==> src/rtl/alu_cmd_sequencer_pkg.sv <==
// -----------------------------------------------------------------------------
// alu_cmd_sequencer_pkg
// Shared definitions for the ALU command sequencer:
//   - ALU function select codes (ADD/SUB/MUL/DIV)
//   - default opcode base byte (only bits [7:2] are significant)
//   - sequencer state encoding
//   - the fixed result reported for a divide by zero
//   - a helper that recognises the divide-by-zero case
// -----------------------------------------------------------------------------
package alu_cmd_sequencer_pkg;

    typedef enum logic [1:0] {
        FUN_ADD = 2'b00,
        FUN_SUB = 2'b01,
        FUN_MUL = 2'b10,
        FUN_DIV = 2'b11
    } alu_fun_e;

    localparam logic [7:0]  OPC_BASE_DEFAULT = 8'hA0;
    localparam logic [15:0] DIV0_RESULT      = 16'hFFFF;

    typedef enum logic [2:0] {
        ST_IDLE    = 3'd0,
        ST_GET_A   = 3'd1,
        ST_GET_B   = 3'd2,
        ST_ISSUE   = 3'd3,
        ST_WAIT    = 3'd4,
        ST_SEND_LO = 3'd5,
        ST_SEND_HI = 3'd6
    } state_e;

    // True when the command would divide by zero and must bypass the ALU.
    function automatic logic is_div0(input logic [1:0] fun, input logic [7:0] b);
        return (fun == FUN_DIV) && (b == 8'h00);
    endfunction

endpackage

==> src/rtl/alu_cmd_sequencer.sv <==
// -----------------------------------------------------------------------------
// alu_cmd_sequencer
// Receives three-byte command frames (opcode, A, B) from a byte receiver,
// issues one operation to an external registered arithmetic unit, waits for
// its result (with timeout) and returns the 16-bit result to a transmitter as
// two bytes, low byte first, using a valid/ready handshake.
//
// Ports
//   i_clk        sole clock, rising edge
//   i_rst_n      synchronous active-low reset
//   i_rx_data    received command byte
//   i_rx_valid   one-cycle strobe qualifying i_rx_data
//   o_alu_a/b    operands to the arithmetic unit
//   o_alu_fun    op select: 00 ADD, 01 SUB, 10 MUL, 11 DIV
//   o_alu_en     one-cycle enable per issued command
//   i_alu_out    registered arithmetic result
//   i_alu_flag   result valid, expected the cycle after o_alu_en
//   o_tx_data    result byte to transmitter
//   o_tx_valid   o_tx_data valid, held until accepted
//   i_tx_ready   transmitter accepts the byte when high with o_tx_valid
//   o_busy       high in every state except IDLE
//   o_err        one-cycle pulse on any error event
// -----------------------------------------------------------------------------
module alu_cmd_sequencer
    import alu_cmd_sequencer_pkg::*;
#(
    parameter int unsigned TIMEOUT_CYCLES = 4,
    parameter logic [7:0]  OPC_BASE       = OPC_BASE_DEFAULT
) (
    input  logic        i_clk,
    input  logic        i_rst_n,
    input  logic [7:0]  i_rx_data,
    input  logic        i_rx_valid,
    output logic [7:0]  o_alu_a,
    output logic [7:0]  o_alu_b,
    output logic [1:0]  o_alu_fun,
    output logic        o_alu_en,
    input  logic [15:0] i_alu_out,
    input  logic        i_alu_flag,
    output logic [7:0]  o_tx_data,
    output logic        o_tx_valid,
    input  logic        i_tx_ready,
    output logic        o_busy,
    output logic        o_err
);

    localparam int TMO_W = (TIMEOUT_CYCLES > 1) ? $clog2(TIMEOUT_CYCLES) : 1;
    localparam logic [TMO_W-1:0] TMO_LAST = TMO_W'(TIMEOUT_CYCLES - 1);

    state_e           r_state;
    logic [7:0]       r_alu_a;
    logic [7:0]       r_alu_b;
    logic [1:0]       r_alu_fun;
    logic             r_alu_en;
    logic [15:0]      r_result;
    logic [TMO_W-1:0] r_tmo;
    logic [7:0]       r_tx_data;
    logic             r_tx_valid;
    logic             r_busy;
    logic             r_err;

    logic w_opc_valid;
    logic w_div0_on_b;   // divide by zero detected while B is arriving
    logic w_div0;        // divide by zero with B already latched

    assign w_opc_valid = (i_rx_data[7:2] == OPC_BASE[7:2]);
    assign w_div0_on_b = is_div0(r_alu_fun, i_rx_data);
    assign w_div0      = is_div0(r_alu_fun, r_alu_b);

    always_ff @(posedge i_clk) begin
        if (!i_rst_n) begin
            r_state    <= ST_IDLE;
            r_alu_a    <= 8'h00;
            r_alu_b    <= 8'h00;
            r_alu_fun  <= 2'b00;
            r_alu_en   <= 1'b0;
            r_result   <= 16'h0000;
            r_tmo      <= '0;
            r_tx_data  <= 8'h00;
            r_tx_valid <= 1'b0;
            r_busy     <= 1'b0;
            r_err      <= 1'b0;
        end else begin
            // Pulsed outputs default low; every error source below only ever
            // sets r_err, so coincident events merge into one pulse.
            r_alu_en <= 1'b0;
            r_err    <= 1'b0;

            case (r_state)
                ST_IDLE: begin
                    if (i_rx_valid) begin
                        if (w_opc_valid) begin
                            r_alu_fun <= i_rx_data[1:0];
                            r_state   <= ST_GET_A;
                            r_busy    <= 1'b1;
                        end else begin
                            r_err <= 1'b1;
                        end
                    end
                end

                ST_GET_A: begin
                    if (i_rx_valid) begin
                        r_alu_a <= i_rx_data;
                        r_state <= ST_GET_B;
                    end
                end

                ST_GET_B: begin
                    if (i_rx_valid) begin
                        r_alu_b <= i_rx_data;
                        r_state <= ST_ISSUE;
                        // Outputs are registered, so the ISSUE-cycle decision
                        // is made here from the incoming B byte: the enable
                        // (or the error pulse) is then visible during ISSUE.
                        if (w_div0_on_b) begin
                            r_err <= 1'b1;
                        end else begin
                            r_alu_en <= 1'b1;
                        end
                    end
                end

                ST_ISSUE: begin
                    if (i_rx_valid) begin
                        r_err <= 1'b1;
                    end
                    if (w_div0) begin
                        r_result   <= DIV0_RESULT;
                        r_tx_data  <= DIV0_RESULT[7:0];
                        r_tx_valid <= 1'b1;
                        r_state    <= ST_SEND_LO;
                    end else begin
                        r_tmo   <= '0;
                        r_state <= ST_WAIT;
                    end
                end

                ST_WAIT: begin
                    if (i_rx_valid) begin
                        r_err <= 1'b1;
                    end
                    if (i_alu_flag) begin
                        r_result   <= i_alu_out;
                        r_tx_data  <= i_alu_out[7:0];
                        r_tx_valid <= 1'b1;
                        r_tmo      <= '0;
                        r_state    <= ST_SEND_LO;
                    end else if (r_tmo == TMO_LAST) begin
                        // Abort: the frame is discarded, nothing is sent.
                        r_err   <= 1'b1;
                        r_tmo   <= '0;
                        r_busy  <= 1'b0;
                        r_state <= ST_IDLE;
                    end else begin
                        r_tmo <= r_tmo + 1'b1;
                    end
                end

                ST_SEND_LO: begin
                    if (i_rx_valid) begin
                        r_err <= 1'b1;
                    end
                    if (i_tx_ready) begin
                        r_tx_data <= r_result[15:8];
                        r_state   <= ST_SEND_HI;
                    end
                end

                ST_SEND_HI: begin
                    if (i_rx_valid) begin
                        r_err <= 1'b1;
                    end
                    if (i_tx_ready) begin
                        r_tx_valid <= 1'b0;
                        r_tx_data  <= 8'h00;
                        r_busy     <= 1'b0;
                        r_state    <= ST_IDLE;
                    end
                end

                default: begin
                    r_tx_valid <= 1'b0;
                    r_busy     <= 1'b0;
                    r_state    <= ST_IDLE;
                end
            endcase
        end
    end

    assign o_alu_a    = r_alu_a;
    assign o_alu_b    = r_alu_b;
    assign o_alu_fun  = r_alu_fun;
    assign o_alu_en   = r_alu_en;
    assign o_tx_data  = r_tx_data;
    assign o_tx_valid = r_tx_valid;
    assign o_busy     = r_busy;
    assign o_err      = r_err;

endmodule

==> config.mk <==
export PLATFORM = sky130hd
export DESIGN_NAME = alu_cmd_sequencer
export DESIGN_NICKNAME = d
export VERILOG_FILES = /design/src/rtl/alu_cmd_sequencer_pkg.sv /design/src/rtl/alu_cmd_sequencer.sv
export SDC_FILE = /design/constraint.sdc
export NUM_CORES = 1
export LEC_CHECK = 0
export CELL_PAD_IN_SITES_DETAIL_PLACEMENT = 1
export CELL_PAD_IN_SITES_GLOBAL_PLACEMENT = 1
export CORE_UTILIZATION = 32
export CTS_BUF_LIST = sky130_fd_sc_hd__clkbuf_4 sky130_fd_sc_hd__clkbuf_8 sky130_fd_sc_hd__clkbuf_16
export DETAILED_ROUTE_END_ITERATION = 8
export PLACE_DENSITY_LB_ADDON = 0.15
export SYNTH_ARGS = -nofsm -noshare
export SYNTH_HDL_FRONTEND = slang
export SYNTH_SLANG_ARGS = --single-unit
==> constraint.sdc <==
create_clock -name i_clk -period 1.6 [get_ports i_clk]
set_input_delay 0.24 -clock i_clk [delete_from_list [all_inputs] [get_ports i_clk]]
set_output_delay 0.24 -clock i_clk [all_outputs]
set_load 0.01 [all_outputs]
### Yosys cells after proc, flatten, opt, wreduce, memory -nomap -nowiden

Cells that the tools add are included.

* flip-flop bits (word level): 51
* latch bits: 0
* memory bits (writable): 0
* memory bits (read-only): 0
* input bits: 29
* output and inout bits: 30
* memories: 0

* add/sub/neg operators: 1
* multiply operators: 0
* divide/modulo/power cells: 0
* magnitude comparators: 0
* eq/ne operators: 21
* shift-type cells: 0
* muxes and demuxes: 40
* bitwise logic cells: 2
* reduce and logical (&&, ||, !) cells: 20

Operator list (number)
* $mux W16: 2
* $mux W8: 4
* $pmux W16 S2: 1
* $pmux W8 S4: 1
* $mux W3: 8
* $ne A2 B2 Y1 const B: 11
* $pmux W3 S7: 1
* $logic_not A8 Y1: 2
* $mux W1: 16
* $pmux W1 S4: 3
* $eq A3 B3 Y1 const B: 3
* $reduce_and A3 Y1: 3
* $reduce_or A4 Y1: 2
* $reduce_and A7 Y1: 1
* $eq A3 B2 Y1 const B: 2
* $eq A6 B6 Y1 const B: 1
* $mux W2: 3
* $reduce_and A2 Y1: 3
* $reduce_and A6 Y1: 1
* $reduce_and A5 Y1: 1
* $eq A2 B2 Y1 const B: 2
* $pmux W2 S2: 1
* $reduce_and A4 Y1: 1
* $reduce_bool A4 Y1: 1
* other kinds (8): 10

### Logic depth before layout (Yosys ltp)

Gate-level depths: netlist of the first run.

* depth in word-level cells: 5
* depth in mapped cells: 6
* gate-level depth less buffers: 5

### Worst setup path after synthesis of the first run

OpenSTA, ideal clock, no wires.

* path kind: register -> register
* start point: reg r_alu_b[7], in the netlist o_alu_b[7]
* end point: reg r_tx_data[1], in the netlist o_tx_data[1]
* setup time: 87 ps
* arrival: 1596 ps
* data required time: 1513 ps
* slack: -83 ps
* stages on the path, launching flop included: 6
* path buffers: 1
* cells stage by stage: dfxtp_1 -> or4_4 -> nor4_4 -> inv_2 -> buf_6 -> a221oi_2

* longest elaborated chain between the ends: 4

RTL lines
* start, declared: line alu_cmd_sequencer.sv:52 `logic [7:0] r_alu_b;`
* start signal, assigned: line alu_cmd_sequencer.sv:111 `r_alu_b <= i_rx_data;`
* $logic_not A8 Y1: line alu_cmd_sequencer_pkg.sv:34 `return (fun == FUN_DIV) && (b == 8'h00);`
* $logic_and A1 B1 Y1: line alu_cmd_sequencer_pkg.sv:34
* $ne A2 B2 Y1 (no line)
* $reduce_and A5 Y1 (no line)
* end signal, assigned: line alu_cmd_sequencer.sv:130 `r_tx_data <= DIV0_RESULT[7:0];`
* end signal, assigned: line alu_cmd_sequencer.sv:145 `r_tx_data <= i_alu_out[7:0];`
* end signal, assigned: line alu_cmd_sequencer.sv:165 `r_tx_data <= r_result[15:8];`
* end, declared: line alu_cmd_sequencer.sv:57 `logic [7:0] r_tx_data;`

No other way between the ends.
A chain may end at the register's enable or synchronous reset.

### Final worst setup path of the first run

* start point: reg r_alu_b[6], in the netlist o_alu_b[6]
* end point: reg r_tx_data[5], in the netlist o_tx_data[5]

Same word-level chain as after synthesis.

==> results.sh, run 1 <==
export IMPL_final_cells=399
export IMPL_n_antenna_cell=0
export IMPL_finalInstanceArea_sq_um=3197
export IMPL_fin_crit_ns=1.690
export IMPL_drv_cap=0
export IMPL_hold_ws_ns=0.2492
export IMPL_arrival_ns=1.91
export IMPL_dieWidth_um=82.76
export IMPL_drt_wirelength_per_cell_um=14.99
export IMPL_synth_fp_nets=261
export IMPL_cp_end_kind="flip-flop"
export IMPL_via_per_inst=5.025
export IMPL_crit_fanout=11
export IMPL_drt_pass1_iterations=4
export IMPL_clock_latency_ns=0.30
export IMPL_ant_nets=0
export IMPL_slew_limit_headroom_pct=78.30
export IMPL_die_area_sq_um=6849
export IMPL_gp_congestion=0.7844
export IMPL_syn_area_per_cell_sq_um=9.035
export IMPL_area_growth_pct=53.18
export IMPL_p_leak_nw=1.224
export IMPL_cts_max_level=2
export IMPL_io_buffers=58
export IMPL_drt_iter0_drc=55
export IMPL_use_met2_pct=31.07
export IMPL_final_common_cell="clkdlybuf4s50_1"
export IMPL_use_met3_pct=3.516
export IMPL_clock_sinks=43
export IMPL_grt_pass1_vias=1985
export IMPL_gr_total_overflow=0
export IMPL_pwr_density_cell_nw_per_um2=644.9
export IMPL_setup_viol=18
export IMPL_syn_area_sq_um=2087
export IMPL_synth_top_family_by_area="simple AND/OR/NAND/NOR gates"
export IMPL_grt_max_degree=33
export IMPL_placed_area_sq_um=3012
export IMPL_synth_area_leaders="dfxtp_1, mux2i_1, nand2_1, a221oi_2, a21oi_1"
export IMPL_grt_met1_usage_pct=22.82
export IMPL_final_cell_mix="clkdlybuf4s50_1, nand2_1, buf_4"
export IMPL_irDropWorstVdd_v=0.0004138
export IMPL_synth_cells=231
export IMPL_grt_setup_unrepaired="yes"
export IMPL_place_hpwl_mm=4.358
export IMPL_synthXorXnorAreaFrac_pct=0
export IMPL_holdBufCountCts=0
export IMPL_synth_top_cell_by_area="dfxtp_1"
export IMPL_hold_class="input pin to flip-flop"
export IMPL_synthMuxAreaShare_pct=12.95
export IMPL_grt_first_pass_wirelength_mm=9.377
export IMPL_cts_inserted_buffers=5
export IMPL_seq_area_frac_synth_pct=41.25
export IMPL_synth_simple_area_share_pct=21.46
export IMPL_num_rows=29
export IMPL_via_count=2005
export IMPL_antenna_found_initial=0
export IMPL_worstSetupStartpointType="flip-flop"
export IMPL_die_h_um=82.76
export IMPL_place_inst=388
export IMPL_clockRootBuffer="clkbuf_8"
export IMPL_cts_clk_slew_worst_paths_ns=0.09
export IMPL_layout_drive_gt1_share_pct=28.26
export IMPL_wl_mm=5.983
export IMPL_final_nets=351
export IMPL_status="complete, but fails checks"
export IMPL_max_freq_mhz=591.6
export IMPL_initial_core_util_pct=33.06
export IMPL_drc=0
export IMPL_tightest_slew_ns=0.3248
export IMPL_grt_usage_pct=18.23
export IMPL_synth_compound_area_share_pct=18.94
export IMPL_synth_seq_cells=43
export IMPL_period_share_pct=105.7
export IMPL_report_final_hold_viol_count=0
export IMPL_layout_setup_ws_ns=-0.09041
export IMPL_rrSetupSlack_ns=-0.09
export IMPL_io_pins=59
export IMPL_criticalPathCategory="flip-flop to flip-flop"
export IMPL_busiest_layer="met2"
export IMPL_skew_ns=0.008033
export IMPL_ys_warn_count=0
export IMPL_dpl_worst_slack_ns=-0.4737
export IMPL_core_area_sq_um=6314
export IMPL_cts_tree="yes"
export IMPL_synth_cell_type_count=40
export IMPL_violations="negative setup slack"
export IMPL_clockBufferDepth=2
export IMPL_cp_required_ns=1.82
export IMPL_finalPower_w=0.002062
export IMPL_synth_fa_ha_area_share_pct=0.5995
export IMPL_maxSlewViolCount=0
export IMPL_yosysTopAreaCellShare_pct=41.25
[synth_stat cells (all sizes together)]
cell type  count
dfxtp         43
nand2         39
a21oi         22
nor2          20
mux2i         18
o21ai         13
clkbuf        10
a221oi         8
mux2           8
buf            7
nand2b         4
or4            4
a31oi          3
nor2b          3
nor3           3
or3            3
inv            2
nand3          2
nor4           2
o21a           2
or2            2
or3b           2
a211oi         1
a21boi         1
a22o           1
a311oi         1
a32oi          1
and2           1
ha             1
nand3b         1
nor3b          1
o2111a         1
o211ai         1
[critical path, cell delays in order (launching register included)]
cell,delay [ns]
dfxtp_2,0.33
or4_4,0.54
nor4_4,0.30
buf_4,0.18
inv_6,0.06
a221oi_2,0.20
[timing repair]
action,4_1_cts,5_1_grt
pin swaps,7,8
resized for setup,10,12
gates cloned,0,0
setup endpoints to repair,24,42
buffers inserted,2,1
[power by group]
group / switching [W] / internal, W
combinational: 0.000114 / 0.000154
clock: 0.000384 / 0.000323
sequential: 0.00000723 / 0.00108
total: 0.000505 / 0.00156
[path summary, 6_finish.rpt]
kind | from | to | cells past startpoint
hold reg to reg | r_result[11] | r_result[11] | 2
setup reg to reg | o_alu_b[6] | o_tx_data[5] | 5
hold / removal | i_rx_data[6] | o_alu_b[6] | 3
setup / recovery | o_alu_b[6] | o_tx_data[5] | 5
[kinds of logic after synthesis]
| kind of cell | after synthesis |
|---|---|
| compound gates | 55 |
| fa+ha+maj | 1 |
| buf+inv | 19 |
| flops | 43 |
| mux | 26 |
| simple gates | 87 |
[per-stage QoR]
stage	setup TNS [ns]	utilization, %
after floorplan	-0.5732	-
after global placement	-8.497	47.70
after detailed placement	-9.140	47.70
after CTS	-0.6842	49.72
after global routing	-2.310	50.63
final	-1.309	50.63
[sequential cells by signal, indices dropped and copies added (netlist names)]
signal / count
o_alu_fun: 2
r_tmo: 2
o_busy: 1
o_alu_a: 8
r_state: 3
o_tx_data: 8
r_result: 8
o_err: 1
o_tx_valid: 1
o_alu_en: 1
o_alu_b: 8
[area by class of cell]
cell class	instances	area [sq um]
Multi-Input combinational cell	169	1191
Fill cell	742	3117
Tap cell	77	96.34
Clock buffer	6	76.32
Inverter	2	12.51
Clock inverter	2	12.51
Timing Repair Buffer	100	939.7
Sequential cell	43	868.3
[metal layers]
metal	part of all wire, %	routed length [um]
met1	47	2787
met3	3.9	235
met4	0.77	46
met5	0	0
met2	49	2913
(Power assumes the default switching activity.)
==> inputs of run 2 (changes only) <==
--- a/config.mk
+++ b/config.mk
@@ -7,10 +7,11 @@
 export LEC_CHECK = 0
 export CELL_PAD_IN_SITES_DETAIL_PLACEMENT = 1
 export CELL_PAD_IN_SITES_GLOBAL_PLACEMENT = 1
-export CORE_UTILIZATION = 32
+export CORE_UTILIZATION = 35
 export CTS_BUF_LIST = sky130_fd_sc_hd__clkbuf_4 sky130_fd_sc_hd__clkbuf_8 sky130_fd_sc_hd__clkbuf_16
 export DETAILED_ROUTE_END_ITERATION = 8
 export PLACE_DENSITY_LB_ADDON = 0.15
+export SLEW_MARGIN = 20
 export SYNTH_ARGS = -nofsm -noshare
 export SYNTH_HDL_FRONTEND = slang
 export SYNTH_SLANG_ARGS = --single-unit
==> constraint.sdc (replaced) <==
create_clock -name i_clk -period 1.9 [get_ports i_clk]
set_input_delay 0.285 -clock i_clk [delete_from_list [all_inputs] [get_ports i_clk]]
set_output_delay 0.285 -clock i_clk [all_outputs]
set_load 0.01 [all_outputs]
==> run 2 against run 1 <==
  * The run now ends clean
  * Hold slack gained 0.22 ns
  * Clock skew shrank 0.0013 ns
  * Worst setup slack gained 0.16 ns
  * Die area shrank 8.4%
  * Combinational power shrank 19%
  * Non-clock buffer count shrank 15
  * Cell count shrank 5.0%
  * Count of clock-buffer cells in the layout grew 1
  * Sequential share of layout area grew 1.7 points
  * Fmax shrank 7.4%
  * Critical endpoint is now r_result[11]
  * Highest routed layer unchanged
  * Final area shrank 6.7%
  * Routed wire length shrank 2.3%
==> results.sh, run 2 (synthesis results as in run 1) <==
export IMPL_status="completed"
export IMPL_crit_fanout=8
export IMPL_ant_nets=0
export IMPL_die_h_um=79.22
export IMPL_whs_path_depth=2
export IMPL_criticalPathCategory="flip-flop to flip-flop"
export IMPL_core_area_sq_um=5642
export IMPL_irDropWorstVdd_v=0.0003275
export IMPL_report_final_hold_viol_count=0
export IMPL_cp_required_ns=2.05
export IMPL_area_growth_pct=42.87
export IMPL_fin_crit_ns=1.826
export IMPL_place_hpwl_mm=4.463
export IMPL_n_antenna_cell=0
export IMPL_arrival_ns=1.97
export IMPL_hold_class="flip-flop to flip-flop"
export IMPL_final_util_pct=52.85
export IMPL_pwr_density_cell_nw_per_um2=580.2
export IMPL_antenna_found_initial=0
export IMPL_final_nets=336
export IMPL_cts_tree="yes"
export IMPL_layout_setup_ws_ns=0.07412
export IMPL_initial_core_util_pct=36.99
export IMPL_cp_startpoint="o_alu_b[7]"
export IMPL_dieWidth_um=79.22
export IMPL_drv_cap=0
export IMPL_drt_iter0_drc=69
export IMPL_maxSlewViolCount=0
export IMPL_rr_startpoint="o_alu_b[7]"
export IMPL_drc=0
export IMPL_layout_drive_gt1_share_pct=19.87
export IMPL_cp_end_kind="flip-flop"
export IMPL_grt_first_pass_wirelength_mm=9.687
export IMPL_drt_pass1_iterations=4
export IMPL_clockRootBuffer="clkbuf_8"
export IMPL_final_cell_mix="clkdlybuf4s50_1, dfxtp_1, nand2_1"
export IMPL_slew_limit_headroom_pct=39.19
export IMPL_wl_mm=5.848
export IMPL_post_cts_buffers=0
export IMPL_grt_setup_unrepaired="yes"
export IMPL_cpLargestDelayFamily="simple AND/OR/NAND/NOR gates"
export IMPL_setup_viol=0
export IMPL_cp_cell_sequence="or4_4 > nor4_4 > nor2b_1 > mux2i_1"
export IMPL_grt_usage_pct=19.83
export IMPL_rrSetupSlack_ns=0.07
export IMPL_ff2ff_path_depth=4
export IMPL_io_buffers=58
export IMPL_worstSetupStartpointType="flip-flop"
export IMPL_grt_pass1_vias=1960
export IMPL_via_count=1941
export IMPL_clock_latency_ns=0.29
export IMPL_grt_max_degree=33
export IMPL_gr_total_overflow=0
export IMPL_gp_congestion=0.7513
export IMPL_path_buf_inv=0
export IMPL_tightest_slew_ns=0.9102
export IMPL_via_per_inst=5.121
export IMPL_cts_max_level=2
export IMPL_critPathSlowestCell="or4_4"
export IMPL_p_leak_nw=1.078
export IMPL_clockBufferDepth=2
export IMPL_num_rows=27
export IMPL_worst_path_stages=4
export IMPL_crit_path_max_incr_delay_ns=0.55
export IMPL_worstHoldStart="o_alu_b[3]"
export IMPL_drt_wirelength_per_cell_um=15.43
export IMPL_skew_ns=0.006746
export IMPL_dpl_worst_slack_ns=-0.1821
export IMPL_io_pins=59
export IMPL_hold_ws_ns=0.4658
export IMPL_max_freq_mhz=547.7
export IMPL_die_area_sq_um=6276
export IMPL_cts_clk_slew_worst_paths_ns=0.08
export IMPL_period_share_pct=96.10
export IMPL_final_common_cell="clkdlybuf4s50_1"
export IMPL_cts_inserted_buffers=5
export IMPL_clock_sinks=43
==> run 2: cell types whose count changed in the layout (fill, tap and decap cells not counted), sizes merged <==
cell,previous run,this run
clkinvlp,1,0
clkdlybuf4s50,54,58
buf,42,27
dlygate4sd2,1,0
dlymetal6s2s,3,0
clkbuf,6,7
==> run 2: per-stage QoR <==
stage | instances | TNS (ns) | area, sq um | total power, W
after floorplan | 231 | 0 | 2087 | 0.001021
after global placement | 371 | -0.6930 | 2893 | 0.001151
after detailed placement | 371 | -0.8531 | 2893 | 0.001155
after CTS | 379 | 0 | 2982 | 0.001742
after global routing | 379 | -0.005096 | 2982 | 0.001809
final | 379 | 0 | 2982 | 0.001730
==> run 2: power breakdown <==
| group | switching (W) | internal [W] | total (W) |
|---|---|---|---|
| combinational | 0.0000914 | 0.000126 | 0.000217 |
| sequential | 0.00000641 | 0.000909 | 0.000915 |
| clock | 0.000310 | 0.000287 | 0.000597 |
| total | 0.000408 | 0.00132 | 0.00173 |
==> run 2: final cells by class <==
class	count	area, sq um
Clock buffer	7	83.83
Clock inverter	1	5.005
Fill cell	660	2660
Inverter	2	7.507
Multi-Input combinational cell	169	1126
Sequential cell	43	860.8
Tap cell	72	90.09
Timing Repair Buffer	85	808.3
==> run 2: final timing paths <==
kind | end
max | r_result[11]
min reg2reg | o_alu_b[3]
max reg2reg | r_result[11]
min | o_alu_b[3]
==> run 2: what timing repair did <==
action | 4_1_cts | 5_1_grt
hold buffers | 0 | 0
endpoints found under the setup margin | 0 | 1
resized for setup | 0 | 0
==> run 2: worst register-to-register path: cells and delay by family (launching register included) <==
kind / cells / cell delay (ns)
flip-flops: 1 / 0.34
multiplexers: 1 / 0.18
AND/OR/NAND/NOR: 3 / 1.17
==> run 2: metal layers <==
metal / wire length [um] / GRT usage [%] / share of wire (%) / up-vias
li1: - / - / - / 967
met1: 2903 / 26.69 / 50 / 929
met2: 2688 / 32.33 / 46 / 38
met3: 184 / 3.103 / 3.1 / 7
met4: 72 / 6.182 / 1.2 / 0
met5: 0 / 0 / 0 / -
